`src/rtl/vga_fb_fetch.sv`:
```
// Framebuffer prefetcher: streams FB_WORDS pixel words from async SRAM into a small FIFO for the VGA side.
// Optional feature macro FB_DOUBLE_BUFFER_EN selects the second framebuffer at base FB_WORDS via buf_sel.
module vga_fb_fetch #(
    parameter int FB_WORDS   = 307200,
    parameter int FIFO_DEPTH = 16
) (
    input  logic        Clk,
    input  logic        Reset_h,
    input  logic        frame_start,
    input  logic        buf_sel,
    input  logic        pix_req,
    output logic [15:0] pix_data,
    output logic        pix_valid,
    output logic        underflow,
    output logic        busy,
    output logic        frame_done,
    output logic [19:0] SRAM_ADDR,
    input  logic [15:0] SRAM_DQ_in,
    output logic        SRAM_CE_N,
    output logic        SRAM_OE_N,
    output logic        SRAM_WE_N,
    output logic        SRAM_LB_N,
    output logic        SRAM_UB_N
);
    localparam int PTR_W = $clog2(FIFO_DEPTH);
    localparam int CNT_W = $clog2(FIFO_DEPTH + 1);
    localparam int ISS_W = $clog2(FB_WORDS + 1);

    typedef enum logic [1:0] {IDLE, FETCH, DRAIN} state_t;
    state_t state_q, state_d;

    logic [19:0]      addr_q, addr_d, next_addr_q, next_addr_d;
    logic [ISS_W-1:0] iss_cnt_q, iss_cnt_d;
    logic             inflight_q, inflight_d;
    logic [CNT_W-1:0] count_q, count_d;
    logic [PTR_W-1:0] wr_ptr_q, wr_ptr_d, rd_ptr_q, rd_ptr_d;
    logic [15:0]      mem [FIFO_DEPTH];
    logic [15:0]      pix_data_q;
    logic             pix_valid_q, underflow_q;
    logic [19:0]      base_addr;
    logic             issue, push, pop, fifo_empty, room;

`ifdef FB_DOUBLE_BUFFER_EN
    assign base_addr = buf_sel ? 20'(FB_WORDS) : 20'd0;
`else
    logic unused_buf_sel;
    assign unused_buf_sel = buf_sel;
    assign base_addr      = 20'd0;
`endif

    // Entries plus the read still on the bus must fit, so a push can never find the FIFO full.
    assign fifo_empty = (count_q == '0);
    assign room       = (count_q + CNT_W'(inflight_q)) < CNT_W'(FIFO_DEPTH);
    assign issue      = (state_q == FETCH) && !frame_start && room;
    assign push       = inflight_q && !frame_start;
    assign pop        = pix_req && !fifo_empty && !frame_start;

    always_comb begin
        state_d    = state_q;
        frame_done = 1'b0;
        if (frame_start) begin
            state_d = FETCH;
        end else begin
            case (state_q)
                FETCH: if (issue && iss_cnt_q == ISS_W'(FB_WORDS - 1)) state_d = DRAIN;
                DRAIN: if (fifo_empty && !inflight_q) begin
                    state_d    = IDLE;
                    frame_done = 1'b1;
                end
                default: state_d = state_q;
            endcase
        end
    end

    always_comb begin
        addr_d      = addr_q;
        next_addr_d = next_addr_q;
        iss_cnt_d   = iss_cnt_q;
        inflight_d  = issue;
        wr_ptr_d    = wr_ptr_q;
        rd_ptr_d    = rd_ptr_q;
        count_d     = count_q;
        if (frame_start) begin
            next_addr_d = base_addr;
            iss_cnt_d   = '0;
            wr_ptr_d    = '0;
            rd_ptr_d    = '0;
            count_d     = '0;
        end else begin
            if (issue) begin
                addr_d      = next_addr_q;
                next_addr_d = next_addr_q + 20'd1;
                iss_cnt_d   = iss_cnt_q + ISS_W'(1);
            end
            if (push) wr_ptr_d = wr_ptr_q + PTR_W'(1);
            if (pop)  rd_ptr_d = rd_ptr_q + PTR_W'(1);
            count_d = count_q + CNT_W'(push) - CNT_W'(pop);
        end
    end

    always_ff @(posedge Clk) begin
        if (Reset_h) begin
            state_q     <= IDLE;
            addr_q      <= '0;
            next_addr_q <= '0;
            iss_cnt_q   <= '0;
            inflight_q  <= 1'b0;
            wr_ptr_q    <= '0;
            rd_ptr_q    <= '0;
            count_q     <= '0;
            pix_data_q  <= '0;
            pix_valid_q <= 1'b0;
            underflow_q <= 1'b0;
        end else begin
            state_q     <= state_d;
            addr_q      <= addr_d;
            next_addr_q <= next_addr_d;
            iss_cnt_q   <= iss_cnt_d;
            inflight_q  <= inflight_d;
            wr_ptr_q    <= wr_ptr_d;
            rd_ptr_q    <= rd_ptr_d;
            count_q     <= count_d;
            if (frame_start) begin
                pix_valid_q <= 1'b0;
                underflow_q <= 1'b0;
            end else if (pix_req) begin
                if (fifo_empty) begin
                    pix_valid_q <= 1'b0;
                    pix_data_q  <= '0;
                    underflow_q <= 1'b1;
                end else begin
                    pix_valid_q <= 1'b1;
                    pix_data_q  <= mem[rd_ptr_q];
                end
            end else begin
                pix_valid_q <= 1'b0;
            end
        end
    end

    // Write port kept free of reset so the storage maps onto RAM; reset still blocks the pending word.
    always_ff @(posedge Clk) begin
        if (push && !Reset_h) mem[wr_ptr_q] <= SRAM_DQ_in;
    end

    assign pix_data  = pix_data_q;
    assign pix_valid = pix_valid_q;
    assign underflow = underflow_q;
    assign busy      = (state_q != IDLE);
    assign SRAM_ADDR = addr_q;
    assign SRAM_CE_N = (state_q == IDLE);
    assign SRAM_OE_N = (state_q == IDLE);
    assign SRAM_WE_N = 1'b1;
    assign SRAM_LB_N = 1'b0;
    assign SRAM_UB_N = 1'b0;
endmodule

```
`config.mk`:
```
export PLATFORM = sky130hd
export DESIGN_NAME = vga_fb_fetch
export DESIGN_NICKNAME = d
export VERILOG_FILES = /design/src/rtl/vga_fb_fetch.sv
export SDC_FILE = /design/constraint.sdc
export NUM_CORES = 1
export LEC_CHECK = 0
export CORE_ASPECT_RATIO = 0.9
export CORE_MARGIN = 10
export CORE_UTILIZATION = 60
export DETAILED_ROUTE_END_ITERATION = 16
export GPL_ROUTABILITY_DRIVEN = 0
export PLACE_DENSITY = 0.81
export SLEW_MARGIN = 20
export SYNTH_ARGS = -nofsm -noshare
export SYNTH_HDL_FRONTEND = slang
export SYNTH_SLANG_ARGS = --single-unit
```
`constraint.sdc`:
```
create_clock -name Clk -period 4.89 [get_ports Clk]
set_clock_uncertainty 0.05 [all_clocks]
set_input_delay 0.978 -clock Clk [delete_from_list [all_inputs] [get_ports Clk]]
set_output_delay 0.978 -clock Clk [all_outputs]
set_load 0.02 [all_outputs]
```
## Yosys cells after proc, flatten, opt, wreduce, memory -nomap -nowiden

Memory sizes are Yosys's and may differ from the RTL's. A register that Yosys moved wholly into a read port is not among the register bits.
Cells that the tools add are included.

| cells by class | value |
|---|---|
| div/mod/pow operators | 0 |
| multiply operators | 0 |
| reduce and logical (&&, ||, !) cells | 24 |
| $lt $le $gt $ge | 1 |
| add/subtract/negate cells | 7 |
| equality and inequality tests | 7 |
| mux-type cells | 13 |
| shifts and indexed selects | 0 |
| bitwise operators | 2 |

Operators by type and width:

| cell | number |
|---|---|
| adder 20 x 1 -> 20 bit (second input constant) | 1 |
| adder 19 x 1 -> 19 bit (second input constant) | 1 |
| equality test 19 bit (second input constant) | 1 |
| two-way mux 16 bit | 1 |
| adder 5 x 1 -> 5 bit | 2 |
| adder 4 x 1 -> 4 bit (second input constant) | 2 |
| logical AND 1 bit | 8 |
| two-way mux 4 bit | 2 |
| two-way mux 1 bit | 7 |
| AND reduction 2 bit | 3 |
| AND reduction 3 bit | 2 |
| zero test 5 bit | 1 |
| < comparator 5 bit (second input constant) | 1 |
| subtractor 5 x 1 -> 5 bit | 1 |
| zero test 1 bit | 4 |
| two-way mux 2 bit | 2 |
| one-hot mux 2 bit (2 select lines) | 1 |
| nonzero test 2 bit | 2 |
| inequality test 3 x 2 -> 1 bit (second input constant) | 1 |
| inequality test 3 bit (second input constant) | 1 |
| nonzero test 3 bit | 1 |
| OR reduction 3 bit | 1 |
| equality test 2 x 1 -> 1 bit (second input constant) | 1 |
| equality test 2 bit (second input constant) | 1 |
| 5 further kinds | 6 |

| storage, ports and cells | value |
|---|---|
| latch bits | 0 |
| output and inout port bits | 45 |
| logic and storage cells | 67 |
| bits in writable memories | 256 |
| bits in registers | 93 |
| memories kept | 1 |
| memory bits (read-only) | 0 |
| input bits | 21 |

Memories:

| name | depth | width | rd ports | clocked after Yosys merged registers in | write ports | RTL line | text |
|---|---|---|---|---|---|---|---|
| mem | 16 | 16 | 1 | 1 | 1 | 37 | `logic [15:0] mem [FIFO_DEPTH];` |

## Logic depth before layout (Yosys ltp)

Gate-level depths: netlist of the first run.

| depth | value |
|---|---|
| word-level depth | 7 |
| mapped depth | 13 |
| mapped depth without buffers | 13 |

## Least setup slack after synthesis of the first run

OpenSTA, ideal clock, no wires.

| timing | value |
|---|---|
| path kind | in2reg |
| start | input port frame_start |
| end | memory mem[0][0], enable pin |
| data arrival time | 3316 ps |
| data required time | 4410 ps |
| setup slack | 1094 ps |
| setup time | 430 ps |
| path buffers | 3 |
| stages | 5 |
| cells stage by stage | buf_4 -> or2_2 -> clkbuf_1 -> clkbuf_1 -> nor4_1 |

| between the ends | value |
|---|---|
| word-level cells in the longest chain between the ends | 5 |

Ends and longest elaborated chain:

| what | RTL line | text |
|---|---|---|
| from (decl) | 9 | `input logic frame_start,` |
| zero test 1 bit | 55 | `assign push = inflight_q && !frame_start;` |
| logical AND 1 bit | 55 |  |
| logical AND 1 bit | 143 | `if (push && !Reset_h) mem[wr_ptr_q] <= SRAM_DQ_in;` |
| two-way mux 1 bit | 143 |  |
| two-way mux 1 bit (not written as such) | 143 |  |
| to (decl) | 37 |  |

Every way passes these cells.

## Final worst setup path of the first run

| timing | value |
|---|---|
| start | register count_q[2] |
| end | output port frame_done |

| between the ends | value |
|---|---|
| word-level cells in the longest chain between the ends | 5 |

Ends and longest elaborated chain:

| what | RTL line | text |
|---|---|---|
| from (decl) | 35 | `logic [CNT_W-1:0] count_q, count_d;` |
| from (signal assigned) | 122 | `count_q <= count_d;` |
| zero test 5 bit | 52 | `assign fifo_empty = (count_q == '0);` |
| logical AND 1 bit | 66 | `DRAIN: if (fifo_empty && !inflight_q) begin` |
| two-way mux 1 bit | 66 |  |
| two-way mux 1 bit | 64 | `case (state_q)` |
| two-way mux 1 bit | 61 | `if (frame_start) begin` |
| to (decl) | 16 | `output logic frame_done,` |

Every way passes these cells.

==> run summary, run 1 <==
Status = finished clean
H-tree level count = 2
Switching Power = 1.28 mW
Wire per inst = 23.9 um
CTS Buf Count = 36
Maximum fanout along the worst path = 7
Vias in the first global route = 8190
Reg power frac = 0.498
Netlist cell types = 52
Combinational share of power = 0.033
DRC = 0
RSZ-0062 raised after global routing = no
Leakage power = 5.19 nW
Critical path class = reg -> out
Final period utilization = 0.708
Largest net degree at the start of global routing = 59
Slew headroom = 0.364
FP Rows = 52
Core area = 22600 um^2
Hold Vio Cnt, Final = 0
Mapped Area = 13900 um^2
Seq/Total Area, Yosys = 0.692
Global route total overflow = 0
Synth warn = 0
CTS root buf = clkbuf_16
Startpoint Class = flip-flop
Final ANT Viol Nets = 0
Filler cells = 1371
Crit path max-delay family = buffers and inverters
Die Area = 29700 um^2
Final nets = 1020
First-pass GRT wire length = 48100 um
Fmax = 0.289 GHz
Layout cells sized above 1 = 0.184
Initial antenna violation count = 1
Internal reg-to-reg setup slack = 1.82 ns
EDFF count, synth = 256
Post-CTS Setup Bufs = 0
Min Clock Period, post-route = 3.46 ns
Min Hold Slack = 0.402 ns
Fraction of registers with async set/reset = 0
Yosys reg bits = 353
Hold_buf cts = 0
Avg Inst Size Synth = 15.5 um^2
Critical path's slowest cell = clkdlybuf4s50_1
Fin. max-slew vios = 0
Max VDD drop = 0.000338 V
Most used DFF post-synth = edfxtp_1
Switching Share = 0.197
Final Setup Violations = 0
Skew-Pair Late Insertion Delay = 0.53 ns
Syn Inst Count = 897
Clk pwr share = 0.469
Die X-Extent = 181 um
Reg clk slew, reported paths = 0.06 ns
Num ports = 66
Worst path cell trace = inv_1, ha_1, nor4b_4, buf_4, and2_1, nand2_1, nor2_1, clkdlybuf4s50_1
Post-CTS sizing = 0
CTS tree = done
DR vias = 8040
Clock sinks = 353
Area growth syn-to-layout = 16.8%
Hold Crit Class = reg -> reg
Pre-antenna DRT Iters = 8
Placed wire-length estimate = 17900 um
Initial DRC count = 970
Multi-input gate area = 3980 um^2
Chip height = 164 um
Worst-Margin Slew = 0.954 ns
PortBufs = 61
Total Wirelength = 31300 um
CTS Buffer Depth = 3
Initial core utilization = 0.614
Setup tns final = 0 ns
Register area = 9630 um^2
Crit path required time = 3.86 ns
GRT Total Usage = 0.209
Int Power = 5.21 mW
Max-cap check violation count = 0
Vias/cell = 6.15
Crit-path max cell delay = 0.61 ns
CP bufs+invs = 3
Crit path capture type = output pin
WP data arrival = 2.43 ns
Power density cells = 399 nW/um^2
[tightest hold or removal path: cells and delay by family (launching register included)]
kind / cells / cell delay, ns
AO/OA/AOI/OAI: 1 / 0.05
flip-flops: 1 / 0.31
AND/OR/NAND/NOR: 1 / 0.05
[per-layer routing]
layer | vias up | share of wire | wire (um) | track usage
met5 | - | 0 | 0 | 0
met4 | 0 | 0.032 | 990 | 0.0764
met3 | 83 | 0.086 | 2700 | 0.0448
met2 | 395 | 0.50 | 15500 | 0.349
met1 | 4010 | 0.39 | 12000 | 0.269
li1 | 3552 | - | - | -
[cells in the final DEF (no fill, tap or decap), drive strengths merged, types with 15 or more instances in the layout]
cell type,instances
a21oi,32
a22oi,15
buf,32
clkbuf,47
clkdlybuf4s50,61
dfxtp,97
edfxtp,256
ha,16
inv,22
mux4,64
nand2,86
nand2b,16
nand3,30
nand4,28
nor2,75
xnor2,23
xor2,18
[synthesized netlist by cell type (2+ instances only)]
library cell	n	area (um^2)
and4_1	2	17.5
xnor2_1	23	201
ha_1	16	200
o21ai_0	6	30.0
clkbuf_1	20	75.1
nor4b_4	2	47.6
nand4_1	28	175
and3_1	3	18.8
nand2_1	86	323
a22oi_1	15	113
mux2_2	3	33.8
mux2i_1	3	30.0
nor3_1	14	70.1
nor2_1	74	278
and2_1	3	18.8
mux4_2	64	1440
a21oi_1	32	160
inv_1	20	75.1
buf_2	16	80.1
buf_6	3	33.8
nand2b_1	16	100
nand3_1	29	145
or3_1	5	31.3
dfxtp_1	97	1940
conb_1	2	7.51
or2_2	2	12.5
nor4_1	7	43.8
edfxtp_1	256	7690
buf_4	7	52.6
xor2_1	18	158
nor4_4	4	85.1
[state kept, by name, summed over array words and instances, names as in the netlist, named ones only]
signal	count
underflow	1
mem	256
state_q	2
wr_ptr_q	4
rd_ptr_q	4
pix_valid	1
iss_cnt_q	19
pix_data	16
count_q	5
next_addr_q	20
SRAM_ADDR	20
inflight_q	1
[through the flow]
stage	instances	util	setup slack, ns	area [um^2]	power, mW
floorplan	898	-	1.09	13900	3.42
finish	1308	0.718	1.43	16300	6.49
detailed placement	1241	0.659	1.15	14900	3.51
CTS	1307	0.718	1.40	16300	6.52
global placement	1241	0.659	1.20	14900	3.50
global route	1308	0.718	1.29	16300	6.65
[logic make-up after synthesis]
| family | count (synthesis) | share of synthesized area |
|---|---|---|
| DFF | 353 | 0.692 |
| and+or+nand+nor | 286 | 0.106 |
| muxes | 70 | 0.108 |
| buffers and inverters | 67 | 0.0242 |
| AOI/OAI and AO/OA | 61 | 0.0269 |
| xor gates and xnor gates | 41 | 0.0258 |
| adders and majority gates | 17 | 0.0158 |
| other | 2 | 0.000540 |
[cell type report]
| class | instances | share of cell area |
|---|---|---|
| inverters | 20 | 0.00462 |
| repair buffers | 93 | 0.0523 |
| diodes | 1 | 0.000154 |
| flip-flops and latches | 353 | 0.593 |
| well taps | 297 | 0.0229 |
| clock inverters | 19 | 0.0194 |
| clock buffers | 47 | 0.0630 |
| multi-input cells | 478 | 0.245 |
[power groups by stage]
stage / Combinational [mW] / Sequential, mW / Clock [mW]
finish: 0.215 / 3.23 / 3.04
global route: 0.232 / 3.23 / 3.19
CTS: 0.216 / 3.23 / 3.07
detailed placement: 0.212 / 3.30 / 0
global placement: 0.205 / 3.30 / 0
floorplan: 0.122 / 3.30 / 0
[path summary, 6_finish.rpt]
check,from,depth (start not counted),endpoint
max,count_q[2]$_SDFF_PP0_,8,frame_done
min,SRAM_ADDR[6]$_SDFFE_PP0P_,2,SRAM_ADDR[6]$_SDFFE_PP0P_
max reg2reg,count_q[2]$_SDFF_PP0_,14,count_q[4]$_SDFF_PP0_
min reg2reg,SRAM_ADDR[6]$_SDFFE_PP0P_,2,SRAM_ADDR[6]$_SDFFE_PP0P_
No activity file was read; power rests on OpenSTA's default activity.
==> inputs of run 2 (changes only) <==
==> constraint.sdc (replaced) <==
create_clock -name Clk -period 3.4 [get_ports Clk]
set_clock_uncertainty 0.05 [all_clocks]
set_input_delay 0.68 -clock Clk [delete_from_list [all_inputs] [get_ports Clk]]
set_output_delay 0.68 -clock Clk [all_outputs]
set_load 0.02 [all_outputs]
==> run 2 against run 1 <==
Compared with the run above: cell count rose by 0.15%; via count fell by 1.7%; register-to-register slack got worse by 1.1 ns; clock power rose by 23%; die area did not move; design area fell by 0.98%; power rose by 34%; combinational power rose by 46%; first-iteration DRC count fell by 16%; routed wire length fell by 3.2%; critical path type unchanged; critical endpoint unchanged; largest cell class unchanged; highest routed layer is now met5.
==> run summary, run 2 (same netlist as run 1, synthesis figures left out) <==
Clock sinks = 353
Min Hold Slack = 0.403 ns
Final ANT Viol Nets = 0
Post-CTS sizing = 0
Int Power = 6.93 mW
Placed wire-length estimate = 17800 um
Worst path cell trace = inv_1, ha_1, nor4b_4, and2_1, nand2_1, nor2_1, clkdlybuf4s50_1
Final Setup Violations = 0
Layout cells sized above 1 = 0.179
Placed Area = 15000 um^2
Final period utilization = 0.916
Die Area = 29700 um^2
Most flops, register = mem
Fin cells = 1310
Largest net degree at the start of global routing = 57
Die X-Extent = 181 um
Critical path's slowest cell = clkdlybuf4s50_1
DR top layer = met5
Metal3 WL = 2670 um
Status = finished clean
Fmax = 0.321 GHz
CTS Buf Count = 35
Fin area = 16100 um^2
Most frequent cells in the layout = 256 x edfxtp_1, 94 x dfxtp_1, 86 x nand2_1
Initial core utilization = 0.614
Hold_buf cts = 0
DRC = 0
Switching Share = 0.203
CTS Buffer Depth = 3
Maximum fanout along the worst path = 5
Critical path class = reg -> out
Hold Crit Class = reg -> reg
DR vias = 7902
CTS root buf = clkbuf_16
Clk pwr share = 0.429
Max-cap check violation count = 0
Most common cell after layout, fill and taps aside = edfxtp_1
Leakage power = 5.12 nW
Switching Power = 1.76 mW
Crit path capture type = output pin
PortBufs = 61
Crit-path max cell delay = 0.61 ns
Power density cells = 540 nW/um^2
WL met1 = 11500 um
Setup tns final = 0 ns
Total Wirelength = 30300 um
Overall power = 8.69 mW
Placed insts = 1248
Largest register FFs = 256
Max VDD drop = 0.000503 V
FP Rows = 52
Vias/cell = 6.03
RSZ-0062 raised after global routing = no
Post-CTS Setup Bufs = 0
Slew headroom = 0.378
Final nets = 1026
ANT cells = 0
Skew-Pair Late Insertion Delay = 0.50 ns
Initial DRC count = 810
Min Clock Period, post-route = 3.11 ns
Filler cells = 1413
First-pass GRT wire length = 46600 um
Worst-Margin Slew = 0.933 ns
Num ports = 66
Wire per inst = 23.1 um
WL met2 = 15300 um
Pre-antenna DRT Iters = 5
Reg power frac = 0.535
H-tree level count = 2
CTS tree = done
Hold Vio Cnt, Final = 0
Crit path required time = 2.67 ns
GRT Total Usage = 0.203
Combinational share of power = 0.036
Vias in the first global route = 8087
Reg clk slew, reported paths = 0.06 ns
Core area = 22600 um^2
Startpoint Class = flip-flop
WP data arrival = 2.38 ns
Area growth syn-to-layout = 15.7%
Initial antenna violation count = 1
Fin. max-slew vios = 0
Global route total overflow = 0
Chip height = 164 um
run 2: final cells by class:
type / instances / area, um^2 / area share
inverter: 20 / 75.1 / 0.00466
sequential: 353 / 9630 / 0.599
tap: 297 / 372 / 0.0231
timing repair buffer: 100 / 928 / 0.0577
multi-input combinational: 478 / 3980 / 0.247
clock inverter: 20 / 178 / 0.0110
clock buffer: 42 / 932 / 0.0579
run 2: power by group through the flow:
stage	logic, mW	clock network, mW	registers [mW]
floorplan	0.176	0	4.74
global placement	0.302	0	4.74
detailed placement	0.312	0	4.74
CTS	0.316	3.79	4.65
global route	0.343	3.96	4.65
finish	0.314	3.73	4.65
run 2: per-layer routing:
metal  up-vias  track usage
met5         -            0
met2       347        0.351
li1       3559            -
met4         2       0.0637
met3        57       0.0462
met1      3937        0.251
run 2: metrics by stage:
step / setup WS, ns / util
3_3_place_gp: 0.336 / 0.662
4_1_cts: 0.235 / 0.711
3_5_place_dp: 0.307 / 0.662
2_1_floorplan: 0.572 / -
6_report: 0.287 / 0.711
5_1_grt: 0.138 / 0.711
run 2: final timing paths:
kind | startpoint | endpoint | slack (ns) | cells past startpoint
min | SRAM_ADDR[7]$_SDFFE_PP0P_ | SRAM_ADDR[7]$_SDFFE_PP0P_ | 0.40 | 2
max reg2reg | count_q[2]$_SDFF_PP0_ | count_q[4]$_SDFF_PP0_ | 0.73 | 13
min reg2reg | SRAM_ADDR[7]$_SDFFE_PP0P_ | SRAM_ADDR[7]$_SDFFE_PP0P_ | 0.40 | 2
max | count_q[2]$_SDFF_PP0_ | frame_done | 0.29 | 7
run 2: critical path: cells and delay by family, from the launching register on:
kind,cells,cell delay (ns)
buffers and inverters,2,0.69
DFF,1,0.33
and+or+nand+nor,4,0.73
adders and majority gates,1,0.15
